$ cat config.mk
export PLATFORM = sky130hd
export DESIGN_NAME = ed25519_mul_buf_ctrl
export DESIGN_NICKNAME = d
export VERILOG_FILES = /design/src/rtl/ed25519_pkg.sv /design/src/rtl/ed25519_wbuf.sv /design/src/rtl/ed25519_mul_buf_ctrl.sv
export SDC_FILE = /design/constraint.sdc
export NUM_CORES = 1
export LEC_CHECK = 0
export BUFFER_PORTS_ARGS = -buffer_cell sky130_fd_sc_hd__buf_2
export CORE_MARGIN = 2
export CORE_UTILIZATION = 30
export DETAILED_ROUTE_END_ITERATION = 6
export GPL_ROUTABILITY_DRIVEN = 1
export PLACE_DENSITY = 0.46
export SLEW_MARGIN = 25
export SYNTH_ARGS = -nofsm -noshare
export SYNTH_HDL_FRONTEND = slang
export SYNTH_SLANG_ARGS = --single-unit
$ cat constraint.sdc
create_clock -name clk -period 2.65 [get_ports clk]
set_input_delay 0.265 -clock clk [delete_from_list [all_inputs] [get_ports clk]]
set_output_delay 0.265 -clock clk [all_outputs]
set_load 0.02 [all_outputs]
$ cat src/rtl/ed25519_pkg.sv
// ed25519_pkg: shared constants and FSM state type for the scalar-multiply buffer controller.
package ed25519_pkg;
    localparam int ED_WORDS = 8;
    localparam int ED_AW    = 3;
    localparam int ED_DW    = 32;
    typedef enum logic [2:0] {IDLE, ARM, WAIT_LO, WAIT_HI, DONE} state_t;
endpackage

$ cat src/rtl/ed25519_wbuf.sv
// ed25519_wbuf: WORDS x DW register file, one write port, one registered read port, sync clear.
module ed25519_wbuf
    import ed25519_pkg::*;
#(
    parameter int WORDS = ED_WORDS,
    parameter int AW    = ED_AW,
    parameter int DW    = ED_DW
) (
    input  logic          clk,
    input  logic          rst_n,
    input  logic          clr,
    input  logic          we,
    input  logic [AW-1:0] waddr,
    input  logic [DW-1:0] wdata,
    input  logic [AW-1:0] raddr,
    output logic [DW-1:0] rdata
);
    logic [DW-1:0] mem [WORDS];

    // clear outranks a write landing in the same cycle
    always_ff @(posedge clk or negedge rst_n) begin
        if (!rst_n) begin
            for (int i = 0; i < WORDS; i++) mem[i] <= '0;
            rdata <= '0;
        end else begin
            rdata <= mem[raddr];
            if (clr) for (int i = 0; i < WORDS; i++) mem[i] <= '0;
            else if (we) mem[waddr] <= wdata;
        end
    end
endmodule

$ cat src/rtl/ed25519_mul_buf_ctrl.sv
// ed25519_mul_buf_ctrl: host-side k/qy buffers and start/completion sequencing
// for the scalar-multiply core's memory interface.
module ed25519_mul_buf_ctrl
    import ed25519_pkg::*;
#(
    parameter int WORDS     = ED_WORDS,
    parameter int AW        = ED_AW,
    parameter int DW        = ED_DW,
    parameter bit ZEROIZE_K = 1'b1
) (
    input  logic             clk,
    input  logic             rst_n,
    input  logic             h_wr_en,
    input  logic [AW-1:0]    h_wr_addr,
    input  logic [DW-1:0]    h_wr_data,
    input  logic             h_start,
    input  logic             h_clr,
    input  logic [AW-1:0]    h_rd_addr,
    output logic [DW-1:0]    h_rd_data,
    output logic             h_busy,
    output logic             h_done,
    output logic             h_err,
    output logic [WORDS-1:0] h_qy_valid,
    output logic             core_ena,
    input  logic             core_rdy,
    input  logic [AW-1:0]    k_addr,
    output logic [DW-1:0]    k_din,
    input  logic [AW-1:0]    qy_addr,
    input  logic             qy_wren,
    input  logic [DW-1:0]    qy_dout
);
    state_t state, state_nx;
    logic   cap, host_ok, finish;

    assign h_busy   = state == ARM || state == WAIT_LO || state == WAIT_HI;
    assign cap      = state == WAIT_LO || state == WAIT_HI;
    assign host_ok  = state == IDLE || state == DONE;
    assign finish   = state == WAIT_HI && core_rdy;
    assign core_ena = state == ARM;

    always_comb begin
        state_nx = state;
        case (state)
            IDLE:    state_nx = h_start && !h_clr ? ARM : IDLE;
            ARM:     state_nx = WAIT_LO;
            WAIT_LO: state_nx = core_rdy ? WAIT_LO : WAIT_HI;
            WAIT_HI: state_nx = core_rdy ? DONE : WAIT_HI;
            DONE:    state_nx = h_clr ? IDLE : h_start ? ARM : DONE;
            default: state_nx = IDLE;
        endcase
    end

    // h_clr wins over error sources raised in the same cycle
    always_ff @(posedge clk or negedge rst_n) begin
        if (!rst_n) begin
            state      <= IDLE;
            h_done     <= 1'b0;
            h_err      <= 1'b0;
            h_qy_valid <= '0;
        end else begin
            state      <= state_nx;
            h_done     <= finish || (h_done && !h_clr && state != ARM);
            h_err      <= !h_clr && (h_err || (h_busy && (h_wr_en || h_start)) || (qy_wren && host_ok));
            h_qy_valid <= (state == ARM || h_clr ? '0 : h_qy_valid)
                        | (qy_wren && cap ? WORDS'(1) << qy_addr : '0);
        end
    end

    ed25519_wbuf #(.WORDS(WORDS), .AW(AW), .DW(DW)) u_kbuf (
        .clk   (clk),
        .rst_n (rst_n),
        .clr   (ZEROIZE_K && finish),
        .we    (h_wr_en && host_ok),
        .waddr (h_wr_addr),
        .wdata (h_wr_data),
        .raddr (k_addr),
        .rdata (k_din)
    );

    ed25519_wbuf #(.WORDS(WORDS), .AW(AW), .DW(DW)) u_qybuf (
        .clk   (clk),
        .rst_n (rst_n),
        .clr   (1'b0),
        .we    (qy_wren && cap),
        .waddr (qy_addr),
        .wdata (qy_dout),
        .raddr (h_rd_addr),
        .rdata (h_rd_data)
    );
endmodule

==> reports/results.tsv <==
stage	metric	value	unit
global_routing	grt_max_degree	123	
finish	layout_commonest_cell	dfrtp_1	
setup_path	critPathKind	reg2reg	
global_routing	grtUsageTotal	14.94	%
placed_design	dpl_cell_area	28420	sq um
setup_path	worst_ep_required_time	3.14	ns
synthesis	syn_inst	1751	
floorplan	io_pins	159	
finish	area_growth	21.48	%
global_routing	antenna_found_initial	1	
finish	drive_gt1_share	39.49	%
placed_design	io_buffers	158	
setup_path	cp-start-kind	register	
floorplan	core_area	85150	sq um
detailed_routing	routed_wl	64.78	mm
clocking	h-tree-depth	3	
finish	layout.nets	2051	
sta	finalClockSkew	0.02079	ns
global_routing	grt_overflow	0	
setup_path	critPathCaptureType	register	
sta	report.final.slew_viol_count	0	
sta	fmax	433.7	MHz
clocking	clk_pin_slew_worst_paths	0.06	ns
detailed_routing	drtAntennaViolNets	0	
sta	fin_setup_tns	0	ns
clocking	cts_setup_buffers	0	
clocking	cts_buffers	71	
placed_design	gp_congestion	0.7195	
synthesis	netlist.top_cell.by_area	dfrtp_1	
floorplan	fp.dieW	297.3	microns
clocking	clock_path_buffers	3	
floorplan	num_rows	107	
sta	post-route-period-util	87.01	%
pwr	p_leak	15.24	nW
synthesis	yosys.area.top_type_share	57.12	%
synthesis	ys_seq_area_share	57.12	%
detailed_routing	avgViaCountPerCell	4.744	
sta	tightest_slew	0.6160	ns
clocking	cts_tree	built	
setup_path	arrival	2.80	ns
detailed_routing	post_drt_wl_per_cell	20.44	microns
sta	hold_viol	0	
synthesis	syn-mean-instance-area	14.74	sq um
pwr	cellPowerDensity	1037	nW/um^2
hold_path	min_path_type	in2reg	
sta	period_minus_slack	2.306	ns
finish	final_cell_mix	dfrtp_1 (589), mux2_2 (291), nand2_1 (258)	
setup_path	path_max_fanout	33	
detailed_routing	firstDrtPassIters	5	
clocking	clk_latency	0.62	ns
sta	max_slew_margin	58.93	%
detailed_routing	num_vias	15038	
outcome	status	completed	
synthesis	synth_area_leaders	dfrtp_1 (57%), mux2_2 (13%), mux4_2 (11%), mux2i_1 (9.9%), nand2_1 (3.8%)	
finish	final_area	31350	sq um
floorplan	dieArea	88380	sq um
global_routing	grt_pass1_vias	16685	
floorplan	initial_core_util	30.31	%
synthesis	synth_area	25800	sq um
sta	rsz0062_at_grt	false	
global_routing	grt_pass1_wl	102.5	mm
synthesis	synth_cell_types	33	
run	cap_violations	0	
floorplan	die_height	297.3	microns
sta	setup_viol	0	
detailed_routing	drcViolationCount	0	
clocking	root_buffer	clkbuf_16	
sta	hold_slack	0.02728	ns
synthesis	synth_fp_nets	1834	
pwr	ir_drop	503.5	uV
synthesis	yosys_warnings	0	
pwr	power.total	0.03249	W
placed_design	dp_hpwl	38.03	mm
finish	antenna_cells	0	
detailed_routing	drt_iter0_drc	729	
synthesis	synth-seq-cells	589	
clocking	clock-sinks	589	
[state kept, by name, summed over array words and instances (netlist names)]
register	count
h_qy_valid	8
u_qybuf.rdata	32
state	3
h_done	1
u_kbuf.rdata	32
u_qybuf.mem	256
h_err	1
u_kbuf.mem	256
[stage by stage]
step           worst slack (ns)  utilization, %  cells
6_report                 0.3443           36.82   3170
5_1_grt                  0.2285           36.82   3170
4_1_cts                  0.3213           36.82   3170
2_1_floorplan            0.5277               -   1751
3_5_place_dp             0.3287           33.38   2994
3_3_place_gp             0.3729           33.38   2994
[critical path, cell delays in order, from the launching register on]
cell	delay, ns
dfrtp_1	0.43
nand3b_1	0.33
or4b_2	0.71
buf_4	0.34
mux2_2	0.35
[cells by family (layout without fill, tap and decap cells)]
family                 count (synthesis)  in the layout  synth area share, %
AOI/OAI and AO/OA                     14             14               0.4218
buffers and inverters                151            426                2.434
DFF                                  589            589                57.12
muxes                                704            704                35.49
and+or+nand+nor                      293            293                4.538
[final timing paths]
check                           cells past startpoint                to  slack [ns]          start
worst min-delay path                                3    u_kbuf.mem[37]        0.03   h_wr_data[5]
max in group asynchronous                           3    u_kbuf.mem[77]        1.50          rst_n
worst min register to register                      1     h_qy_valid[3]        0.47  h_qy_valid[3]
min in group asynchronous                           2  u_qybuf.rdata[8]        0.18          rst_n
worst max-delay path                                4  u_qybuf.mem[112]        0.34       state[2]
worst max register to register                      4  u_qybuf.mem[112]        0.34       state[2]
[report_power, final]
| group | total [W] | switching [W] | leakage, nW | internal [W] |
|---|---|---|---|---|
| Sequential | 0.0145 | 0.00180 | 7.60 | 0.0127 |
| Combinational | 0.00781 | 0.00335 | 6.41 | 0.00445 |
| Clock | 0.0102 | 0.00400 | 1.22 | 0.00622 |
[per-layer routing]
layer,GRT usage (%),routed length (microns),up-vias
met5,0,13,-
met4,4.125,1196,2
met3,2.512,2270,84
met2,24.12,30990,248
met1,20.78,30310,8010
li1,-,-,6694
[synthesized netlist by cell type]
cell,n
buf_2,28
o21ba_2,1
nor3_1,1
nor3b_1,1
dfrtp_1,589
mux2_4,29
buf_6,3
nand3b_1,2
mux2i_1,256
inv_1,32
a21bo_2,3
nor2b_1,3
or3b_1,1
or4b_2,1
or4b_1,1
and3_1,2
mux4_2,128
nor3_2,1
nand2_1,264
clkbuf_1,67
nand4b_1,1
mux2_2,291
a21o_1,6
a22o_1,1
buf_4,1
nor4b_1,1
nand3_1,3
and2_1,1
o21ai_0,1
buf_1,20
nor2_1,9
a21oi_1,2
nor4bb_1,1
[what timing repair did]
action | in CTS | in global routing
endpoints found under the setup margin | 0 | 0
resized for setup | 0 | 0
hold buffers | 45 | 0
hold endpoints to repair | 326 | 0
[cell type report]
class	instances	area, sq um
sequential	589	14740
tap	1144	1431
inverter	32	120.1
clock buffer	111	2191
clock inverter	20	287.8
multi-input combinational	1011	10500
timing repair buffer	263	2082
fill	8161	53800
Note: power is estimated with default switching activity, not from simulation.
